## src/rtl/fetch_stage_if.sv

```systemverilog
// fetch_stage_if: instruction-memory request/response bundle.
// master = fetch side (req, addr out); slave = memory side (rdata, ready out).
interface fetch_stage_if;
  logic        imem_req;
  logic [15:0] imem_addr;
  logic [15:0] imem_rdata;
  logic        imem_ready;

  modport master (
    output imem_req,
    output imem_addr,
    input  imem_rdata,
    input  imem_ready
  );

  modport slave (
    input  imem_req,
    input  imem_addr,
    output imem_rdata,
    output imem_ready
  );
endinterface

```

## src/rtl/fetch_stage.sv

```systemverilog
// fetch_stage: PC owner, variable-latency imem fetch, one-entry skid, IF/ID reg.
// Ports: clk, rst_n, stall, redirect, redirect_pc, imem (master), if_id_*, halted.
module fetch_stage #(
  parameter logic [15:0] RESET_PC  = 16'h0000,
  parameter logic [15:0] NOP_INSTR = 16'h0800
) (
  input  logic          clk,
  input  logic          rst_n,
  input  logic          stall,
  input  logic          redirect,
  input  logic [15:0]   redirect_pc,
  fetch_stage_if.master imem,
  output logic [15:0]   if_id_instr,
  output logic [15:0]   if_id_pc2,
  output logic          if_id_valid,
  output logic          halted
);

  typedef enum logic [1:0] {
    FETCH,
    WAIT,
    HALT
  } state_t;

  state_t      state;
  logic [15:0] pc;
  logic [15:0] pcNext;
  logic [15:0] reqAddr;
  logic [15:0] skidInstr;
  logic [15:0] skidPc2;
  logic        skidValid;
  logic        squash;
  logic        req;
  logic        accept;
  logic        keep;
  logic        drain;
  logic        wordHalt;
  logic        skidHalt;

  assign pcNext = pc + 16'd2;

  // A redirect cycle never opens a new request, so the
  // address seen by memory can't change under a live req.
  assign req = rst_n &&
    ((state == WAIT) ||
     (state == FETCH && !stall && !skidValid && !redirect));

  assign imem.imem_req  = req;
  assign imem.imem_addr = (state == WAIT) ? reqAddr : pc;

  assign accept   = req && imem.imem_ready;
  assign keep     = accept && !squash && !redirect;
  assign drain    = (state == FETCH) && !stall && skidValid;
  assign wordHalt = imem.imem_rdata[15:11] == 5'b00000;
  assign skidHalt = skidInstr[15:11] == 5'b00000;

  always_ff @(posedge clk or negedge rst_n) begin
    if (!rst_n) begin
      state       <= FETCH;
      pc          <= RESET_PC;
      reqAddr     <= RESET_PC;
      skidInstr   <= NOP_INSTR;
      skidPc2     <= '0;
      skidValid   <= 1'b0;
      squash      <= 1'b0;
      if_id_instr <= NOP_INSTR;
      if_id_pc2   <= '0;
      if_id_valid <= 1'b0;
      halted      <= 1'b0;
    end else if (redirect) begin
      pc          <= redirect_pc & 16'hFFFE;
      if_id_instr <= NOP_INSTR;
      if_id_pc2   <= '0;
      if_id_valid <= 1'b0;
      skidValid   <= 1'b0;
      halted      <= 1'b0;
      // Outstanding response still owed: stay and eat it.
      if (state == WAIT && !imem.imem_ready) begin
        squash <= 1'b1;
      end else begin
        squash <= 1'b0;
        state  <= FETCH;
      end
    end else if (state != HALT) begin
      if (drain) begin
        if_id_instr <= skidInstr;
        if_id_pc2   <= skidPc2;
        if_id_valid <= 1'b1;
        skidValid   <= 1'b0;
        if (skidHalt) begin
          halted <= 1'b1;
          state  <= HALT;
        end
      end else if (keep) begin
        pc    <= pcNext;
        state <= FETCH;
        if (stall) begin
          skidInstr <= imem.imem_rdata;
          skidPc2   <= pcNext;
          skidValid <= 1'b1;
        end else begin
          if_id_instr <= imem.imem_rdata;
          if_id_pc2   <= pcNext;
          if_id_valid <= 1'b1;
          if (wordHalt) begin
            halted <= 1'b1;
            state  <= HALT;
          end
        end
      end else begin
        if (!stall) begin
          if_id_instr <= NOP_INSTR;
          if_id_pc2   <= '0;
          if_id_valid <= 1'b0;
        end
        if (accept) begin
          squash <= 1'b0;
          state  <= FETCH;
        end else if (req && state == FETCH) begin
          reqAddr <= pc;
          state   <= WAIT;
        end
      end
    end
  end

endmodule

```

## src/flat_wrapper.sv

```systemverilog
// flat-port wrapper written by rule: the top's interface ports become plain ports
module fetch_stage_flat 
#(
  parameter logic [15:0] RESET_PC  = 16'h0000,
  parameter logic [15:0] NOP_INSTR = 16'h0800
)
  (clk, rst_n, stall, redirect, redirect_pc, if_id_instr, if_id_pc2, if_id_valid, halted, imem_imem_req, imem_imem_addr, imem_imem_rdata, imem_imem_ready);
  fetch_stage_if imem_i ();
  input  logic clk;
  input  logic rst_n;
  input  logic stall;
  input  logic redirect;
  input  logic [15:0] redirect_pc;
  output logic [15:0] if_id_instr;
  output logic [15:0] if_id_pc2;
  output logic if_id_valid;
  output logic halted;
  output wire logic [$bits(imem_i.imem_req)-1:0] imem_imem_req;
  output wire logic [$bits(imem_i.imem_addr)-1:0] imem_imem_addr;
  input wire logic [$bits(imem_i.imem_rdata)-1:0] imem_imem_rdata;
  input wire logic [$bits(imem_i.imem_ready)-1:0] imem_imem_ready;
  assign imem_imem_req = imem_i.imem_req;
  assign imem_imem_addr = imem_i.imem_addr;
  assign imem_i.imem_rdata = imem_imem_rdata;
  assign imem_i.imem_ready = imem_imem_ready;
  fetch_stage #(.RESET_PC(RESET_PC), .NOP_INSTR(NOP_INSTR)) u_core (.clk(clk), .rst_n(rst_n), .stall(stall), .redirect(redirect), .redirect_pc(redirect_pc), .imem(imem_i), .if_id_instr(if_id_instr), .if_id_pc2(if_id_pc2), .if_id_valid(if_id_valid), .halted(halted));
endmodule
```

## config.mk

```make
export PLATFORM = sky130hd
export DESIGN_NAME = fetch_stage_flat
export DESIGN_NICKNAME = d
export VERILOG_FILES = /design/src/rtl/fetch_stage_if.sv /design/src/rtl/fetch_stage.sv /design/src/flat_wrapper.sv
export SDC_FILE = /design/constraint.sdc
export NUM_CORES = 1
export LEC_CHECK = 0
export ABC_AREA = 1
export CAP_MARGIN = 25
export CORE_MARGIN = 2
export CORE_UTILIZATION = 53
export DETAILED_ROUTE_END_ITERATION = 10
export GPL_ROUTABILITY_DRIVEN = 1
export GPL_TIMING_DRIVEN = 0
export PLACE_DENSITY = 0.79
export RECOVER_POWER = 50
export SLEW_MARGIN = 10
export SYNTH_ARGS = -nofsm -noshare
export SYNTH_HDL_FRONTEND = slang
export SYNTH_SLANG_ARGS = --single-unit
```

## constraint.sdc

```tcl
create_clock -name clk -period 2.1 [get_ports clk]
set_input_delay 0.42 -clock clk [delete_from_list [all_inputs] [get_ports clk]]
set_output_delay 0.42 -clock clk [all_outputs]
set_load 0.02 [all_outputs]
```

# Word level (Yosys, flattened, before mapping)
# Cells that the tools add are included.
dict set report op_classes {
  addsub 1
  mul 0
  div 0
  magnitude_cmp 0
  eq_ne 7
  n_shift 0
  mux 51
  bitwise 4
  reduce_logical 34
}
# op count
set ops {}
lappend ops {{16-bit 2-to-1 mux} 17}
lappend ops {{1-bit 2-to-1 mux} 24}
lappend ops {{2-bit 2-to-1 mux} 10}
lappend ops {{16-bit by 2-bit adder with 16-bit output (second input constant)} 1}
lappend ops {{1-bit logical AND} 10}
lappend ops {{5-bit logical NOT} 2}
lappend ops {{5-bit AND reduction} 2}
lappend ops {{3-bit nonzero test} 3}
lappend ops {{2-bit inequality test (second input constant)} 4}
lappend ops {{4-bit AND reduction} 2}
lappend ops {{3-bit AND reduction} 2}
lappend ops {{6-bit AND reduction} 1}
lappend ops {{2-bit nonzero test} 3}
lappend ops {{1-bit logical NOT} 5}
lappend ops {{5-bit nonzero test} 1}
lappend ops {{1-bit inverter} 4}
lappend ops {{3-bit by 1-bit inequality test with 1-bit output (second input constant)} 1}
lappend ops {{3-bit inequality test (second input constant)} 1}
lappend ops {{2-bit by 1-bit equality test with 1-bit output (second input constant)} 1}
lappend ops {{2-bit logical NOT} 1}
lappend ops {{2-bit AND reduction} 1}
lappend ops {{1-bit logical OR} 1}
dict set report totals {
  register_bits 102
  latch_bits 0
  mem_bits_rw 0
  rom_bits 0
  inputBits 37
  out_inout_bits 51
  elab_cells 108
  memories 0
}

# Logic depth before layout (Yosys ltp)
# Gate-level depths: netlist (run 1).
dict set report depth {
  ltp_word 13
  ltp_mapped 11
  mapped_depth_nobuf 11
}

# Worst setup path after synthesis (run 1)
# Ideal clock, no wire load.
dict set report synth_path {
  path_kind {reg-to-output}
  start {reg u_core.state[1]}
  end {out imem_imem_addr[15]}
  arrival_time_ns 1.277
  required_ns 1.680
  setup_slack_ns 0.403
  stages_incl_launch_ff 6
  path_buffers 1
  path_cell_list {dfrtp_1 > inv_1 > nand2_1 > inv_1 > clkbuf_1 > o21ai_0}
}
dict set report synth_between {
  elab_chain_len 2
}
# item line
set synth_rtl {}
lappend synth_rtl {{from (decl)} fetch_stage.sv:25} ;# state_t state;
lappend synth_rtl {{from (signal assigned)} fetch_stage.sv:59} ;# state <= FETCH;
lappend synth_rtl {{from (signal assigned)} fetch_stage.sv:82} ;# state <= FETCH;
lappend synth_rtl {{from (signal assigned)} fetch_stage.sv:92} ;# state <= HALT;
lappend synth_rtl {{2-bit by 1-bit equality test with 1-bit output} fetch_stage.sv:49} ;# assign imem.imem_addr = (state == WAIT) ? reqAddr : pc;
lappend synth_rtl {{16-bit 2-to-1 mux} fetch_stage.sv:49}
lappend synth_rtl {{to (decl)} flat_wrapper.sv:19} ;# output wire logic [$bits(imem_i.imem_addr)-1:0] imem_imem_addr;
# No other way between the ends.

# Worst setup path in the final report (run 1)
dict set report layout_path {
  start {reg u_core.state[0]}
  end {out imem_imem_addr[15]}
}
# The elaborated chain is that of the path after synthesis.

==> results of run 1 <==
power breakdown:
group	total [mW]	switching [mW]	internal (mW)
clock	1.14	0.667	0.468
sequential	2.54	0.246	2.29
combinational	1.21	0.744	0.467
routing by layer:
metal / vias to the layer above / share of wire, %
met5: - / 0
met4: 0 / 1.1
met3: 12 / 6.3
met2: 176 / 49
met1: 2245 / 43
li1: 2207 / -
through the flow:
stage                     cell area (µm²)  hold WS, ps  power, mW  TNS (ps)
final                                6020          125       4.89         0
after global routing                 6020          138       5.17         0
after CTS                            6090         4.71       4.94         0
after detailed placement             5860          420       3.83    -19390
after global placement               5840          456       3.76   -654470
after floorplan                      4850          124       3.28         0
how the worst max path moves through the flow:
stage / from / end / slack, ps / cells past startpoint
2_1_floorplan: u_core.state[1]$_DFFE_PN0P_ / imem_imem_addr[15] / 400 / 5
3_3_place_gp: rst_n / u_core.skidPc2[3]$_DFFE_PN0P_ / -3530 / 8
3_5_place_dp: rst_n / imem_imem_req / -340 / 5
4_1_cts: u_core.state[0]$_DFFE_PN0P_ / imem_imem_addr[10] / 0.8 / 5
5_1_grt: u_core.state[1]$_DFFE_PN0P_ / imem_imem_addr[3] / 3 / 7
6_report: u_core.state[0]$_DFFE_PN0P_ / imem_imem_addr[15] / 90 / 5
worst register-to-register path, cell delays in order (launching register included):
cell and delay (ps):
dfrtp_1 390, buf_4 140, nor2_4 150, nand3_1 100, nand2_2 110, nand3_4 120
nor2_8 180, nand2_4 120, clkbuf_1 270, nand2_1 130, nand2_1 60
Yosys cell counts:
cell type	count
nand2_1	223
dfrtp_1	97
a21oi_1	62
nor2_1	54
o21ai_0	45
nand3_1	43
inv_1	29
buf_2	19
clkbuf_1	8
xor2_1	8
o21ai_2	6
nand4_1	5
buf_6	4
nor3_1	3
buf_4	2
dfstp_2	2
nand2_2	2
a31oi_1	1
clkbuf_2	1
clkinv_1	1
clkinv_2	1
conb_1	1
ha_1	1
inv_2	1
nand2_4	1
nand3_4	1
nor2_4	1
nor2_8	1
o21ai_1	1
kinds of logic after synthesis:
logic type | count (synthesis) | share of synthesized area (%)
buf+inv | 66 | 6.42
flops | 99 | 51.1
simple gates | 334 | 28.3
compound gates | 115 | 12.4
fa+ha+maj | 1 | 0.258
xor+xnor | 8 | 1.44
other cells | 1 | 0.0773
cell type report:
class / count / area [µm²] / share of cell area, %
tap: 108 / 135 / 2.24
inverter: 32 / 125 / 2.08
sequential: 99 / 2480 / 41.2
timing repair buffer: 90 / 833 / 13.8
clock inverter: 5 / 37.5 / 0.624
clock buffer: 11 / 141 / 2.35
buffer: 34 / 196 / 3.26
multi-input combinational: 459 / 2070 / 34.4
what timing repair did:
| action | 4_1_cts | 5_1_grt |
|---|---|---|
| resized for setup | 77 | 21 |
| setup buffers | 1 | 1 |
| endpoints found under the setup margin | 16 | 45 |
| cloned | 0 | 0 |
| pin swaps | 0 | 1 |
| endpoints found under the hold margin | 36 | 1 |
| hold buffers | 1 | 1 |
flip-flops by register name (all words and copies together) (netlist names):
name	flops
u_core.halted	1
u_core.if_id_instr	16
u_core.if_id_pc2	16
u_core.if_id_valid	1
u_core.pc	15
u_core.reqAddr	15
u_core.skidInstr	16
u_core.skidPc2	15
u_core.skidValid	1
u_core.squash	1
u_core.state	2
==> results.yml, run 1 <==
sta:
  fin_crit_sh_pct: 95.9
  setup_slack_ps: 85.1
  period_needed_ps: 2010
  fin_skew_ps: 7.81
  tightest_slew_ps: 1600
  hold_viol: 0
  slew_viol_final: 37
  rsz0062_at_grt: "no"
  relSlewSlack_pct: -6.89
  fmax_mhz: 496
  setup_viol: 0
global_routing:
  grt_start_max_net_pins: 66
  grt_pass1_wl_um: 21700
  antenna_found_initial: 0
  use_met1_pct: 35.5
  overflow: 0
  grt_pass1_vias: 4667
  top_usage_layer: "met2"
  grt_use_met3_pct: 5.34
  grt_use_total_pct: 27.1
  grtUsageMet2_pct: 46.0
run_status:
  status: "complete, but fails checks"
  violations: "capacitance limit, slew limit"
setup_path:
  slowest_delay_ps: 460
  critPathMaxFanout: 10
  critPathRequiredTime_ps: 1680
  r2r_cells: 10
  arrival_ps: 1590
  timing.reg2reg.setup_slack_ps: 220
  critPathLaunchType: "flip-flop"
  crit_chain: "nand2_2 > inv_1 > buf_4 > o21ai_0 > buf_2"
  r2r-end: "u_core.skidPc2[8]$_DFFE_PN0P_"
  worstSetupEndpointType: "primary output"
  path_class: "reg -> out"
  r2r-start: "u_core.state[1]$_DFFE_PN0P_"
  cp_slowest_cell: "dfrtp_2"
  worst_path_dominant_cell_family: "flip-flops"
  crit_buf_inv: 3
die:
  row_count: 34
  dieHeight_um: 99.7
  dieArea_mm2: 0.00993
  die-width_um: 99.7
  pin_count: 88
  initial_utilization_pct: 55.1
  coreArea_mm2: 0.00881
logic_synthesis:
  yosys.cell_types.count: 29
  synth.net_count: 662
  ys_seq_area_share_pct: 51.1
  ys_top_cells_by_area: "dfrtp_1, nand2_1, a21oi_1"
  yosysTopAreaCell: "dfrtp_1"
  postSynthCellCount: 624
  syn_area_mm2: 0.00485
  avgSynthCellArea_um2: 7.77
  synth_top_cell_area_share_pct: 50.0
  ys_warn_count: 0
  ys_seq_elements: 99
drt:
  routed_wirelength_um: 12900
  ant_nets: 0
  drt_iter0_markers: 337
  first_pass_iters: 5
  avgViaCountPerCell: 5.54
  vias: 4640
  route.detailed.drc: 0
  wire_per_inst_um: 15.4
clock_network:
  clock_latency_ps: 360
  clk_path_buf_depth: 2
  tritoncts: "yes"
  path_clk_slew_ps: 100
  cts_buffers: 9
  cts_max_level: 3
  cts_root_buf: "clkbuf_8"
  clkSinkCount: 99
min_path:
  min_path_type: "in -> async"
pwr:
  power_leakage_nw: 3.01
  irDropWorstVdd_uv: 450
  power_density_mw_per_mm2: 812
layout:
  fillers: 763
  final_cell_mix: "nand2_1, dfrtp_1, a21oi_1"
  fin_util_pct: 68.4
  finalNonFillerCells: 838
  antenna_cells: 0
  layout-drive-gt1-share_pct: 11.2
  nNetsFinal: 763
  area_growth_pct: 24.1
  final_common_cell: "nand2_1"
flow_run:
  max-cap-violations: 1
place:
  dp_slack_ps: -345
  routabilityCongestion: 0.876
  dp_cells: 818
  numPortBuffers: 85
  dp.final_hpwl_um: 9420
Power figures use the tool's default switching activity.
==> run 2, diff against run 1 <==
- PLACE_DENSITY: 0.79 -> 0.81
==> run 2 against run 1 <==
Compared with the run above:
- the flow finishes with violations (setup timing)
- design area grew 0.40%
- worst setup slack got worse by 99 ps
- sequential share of layout area fell by 0.18 points
- core utilization is 0.27 points higher
- count of clock-buffer cells in the layout is 1 lower
- first-iteration DRC count increased by 34%
- via count increased by 0.15%
- sequential cell count did not move
- maximum frequency is 4.7% lower
- die area did not move
- highest routed layer unchanged
==> results.yml, run 2 (synthesis results as in run 1) <==
run_status:
  status: "complete, but fails checks"
  violations: "setup timing"
layout:
  area_growth_pct: 24.6
  final_cell_mix: "nand2_1, dfrtp_1, a21oi_1"
  fillers: 746
  nNetsFinal: 764
  reg.largest.list: "u_core.if_id_instr: 16 flops, u_core.if_id_pc2: 16 flops, u_core.skidInstr: 16 flops"
  multi_input_area_mm2: 0.00206
  final_common_cell: "nand2_1"
  fin_util_pct: 68.6
  finalNonFillerCells: 838
  register_area_mm2: 0.00248
  layout-drive-gt1-share_pct: 11.0
  antenna_cells: 0
clock_network:
  cts_max_level: 3
  clk_path_buf_depth: 2
  tritoncts: "yes"
  cts_root_buf: "clkbuf_8"
  clock_latency_ps: 360
  clkSinkCount: 99
  cts_buffers: 9
  path_clk_slew_ps: 100
setup_path:
  worstSetupEndpointType: "primary output"
  timing.reg2reg.setup_slack_ps: 210
  critPathMaxFanout: 4
  critPathLaunchType: "input pin"
  path_class: "in -> out"
  arrival_ps: 1690
  r2r-start: "u_core.state[1]$_DFFE_PN0P_"
  r2r-end: "u_core.skidPc2[4]$_DFFE_PN0P_"
  critPathRequiredTime_ps: 1680
  r2r_cells: 11
pwr:
  power_leakage_nw: 3.00
  irDropWorstVdd_uv: 496
  power_density_mw_per_mm2: 845
  p_total_mw: 5.11
sta:
  tightest_slew_ps: 1480
  fin_crit_sh_pct: 101
  setup_slack_ps: -14.0
  relSlewSlack_pct: 1.36
  period_needed_ps: 2110
  fmax_mhz: 473
  slew_viol_final: 0
  hold_viol: 0
  fin_skew_ps: 9.40
  rsz0062_at_grt: "yes"
  tns_ps: -14.1
  fin_hold_ws_ps: 279
  setup_viol: 2
drt:
  first_pass_iters: 5
  wire_per_inst_um: 15.7
  avgViaCountPerCell: 5.55
  ant_nets: 0
  route.detailed.drc: 0
  drt_iter0_markers: 450
  vias: 4647
  routed_wirelength_um: 13100
min_path:
  min_path_type: "in -> async"
die:
  initial_utilization_pct: 55.1
  die-width_um: 99.7
  row_count: 34
  pin_count: 88
  coreArea_mm2: 0.00881
  dieArea_mm2: 0.00993
  dieHeight_um: 99.7
global_routing:
  grt_pass1_wl_um: 21900
  grt_use_met3_pct: 6.68
  grt_pass1_vias: 4659
  antenna_found_initial: 0
  grt_start_max_net_pins: 56
  top_usage_layer: "met2"
  overflow: 0
  grtUsageMet2_pct: 47.2
  use_met1_pct: 35.2
  grt_use_total_pct: 27.6
flow_run:
  max-cap-violations: 0
place:
  dp.final_hpwl_um: 9350
  dp_cells: 818
  routabilityCongestion: 0.856
  numPortBuffers: 85
## run 2: metal layers
| layer | vias up | wire (µm) |
|---|---|---|
| met5 | - | 0 |
| met4 | 0 | 288 |
| met3 | 34 | 1090 |
| met2 | 238 | 6260 |
| met1 | 2164 | 5490 |
| li1 | 2211 | - |
## run 2: final cells by class
cell class | instances | share of cell area (%)
timing repair buffer | 91 | 13.8
inverter | 32 | 2.01
sequential | 99 | 41.0
multi-input combinational | 459 | 34.1
buffer | 34 | 3.31
tap | 108 | 2.24
clock buffer | 10 | 2.11
clock inverter | 5 | 1.41
## run 2: worst max-delay path by stage
| stage | startpoint | end | slack (ps) | cells past startpoint |
|---|---|---|---|---|
| finish | stall | imem_imem_req | -10 | 7 |
| global route | redirect | u_core.if_id_pc2[10]$_DFFE_PN0P_ | -100 | 8 |
| CTS | u_core.state[1]$_DFFE_PN0P_ | imem_imem_addr[14] | 0.2 | 7 |
| detailed placement | rst_n | imem_imem_req | -420 | 5 |
| global placement | rst_n | u_core.skidPc2[9]$_DFFE_PN0P_ | -3510 | 8 |
| floorplan | u_core.state[1]$_DFFE_PN0P_ | imem_imem_addr[15] | 400 | 5 |
## run 2: timing repair
item,4_1_cts,5_1_grt
hold buffers,2,0
setup buffers,3,0
hold endpoints to repair,27,0
pin swaps,0,0
endpoints found under the setup margin,16,38
resized for setup,74,16
## run 2: stage by stage
stage                     setup WS, ps  area (µm²)
final                            -14.0        6040
after global routing              -103        6040
after CTS                        0.230        6130
after detailed placement          -423        5860
after global placement           -3510        5840
after floorplan                    403        4850
## run 2: worst max-delay path, stage by stage
cell	delay (ps)
clkdlybuf4s50_1	490
inv_1	140
nand3_1	110
nand2_2	120
nand2_1	60
inv_1	80
clkdlybuf4s15_2	270
## run 2: where the power goes
| part | leakage, nW | internal, mW | switching [mW] |
|---|---|---|---|
| logic | 1.62 | 0.474 | 0.750 |
| registers | 1.28 | 2.29 | 0.250 |
| clock network | 0.103 | 0.674 | 0.668 |
| total | 3.00 | 3.44 | 1.67 |
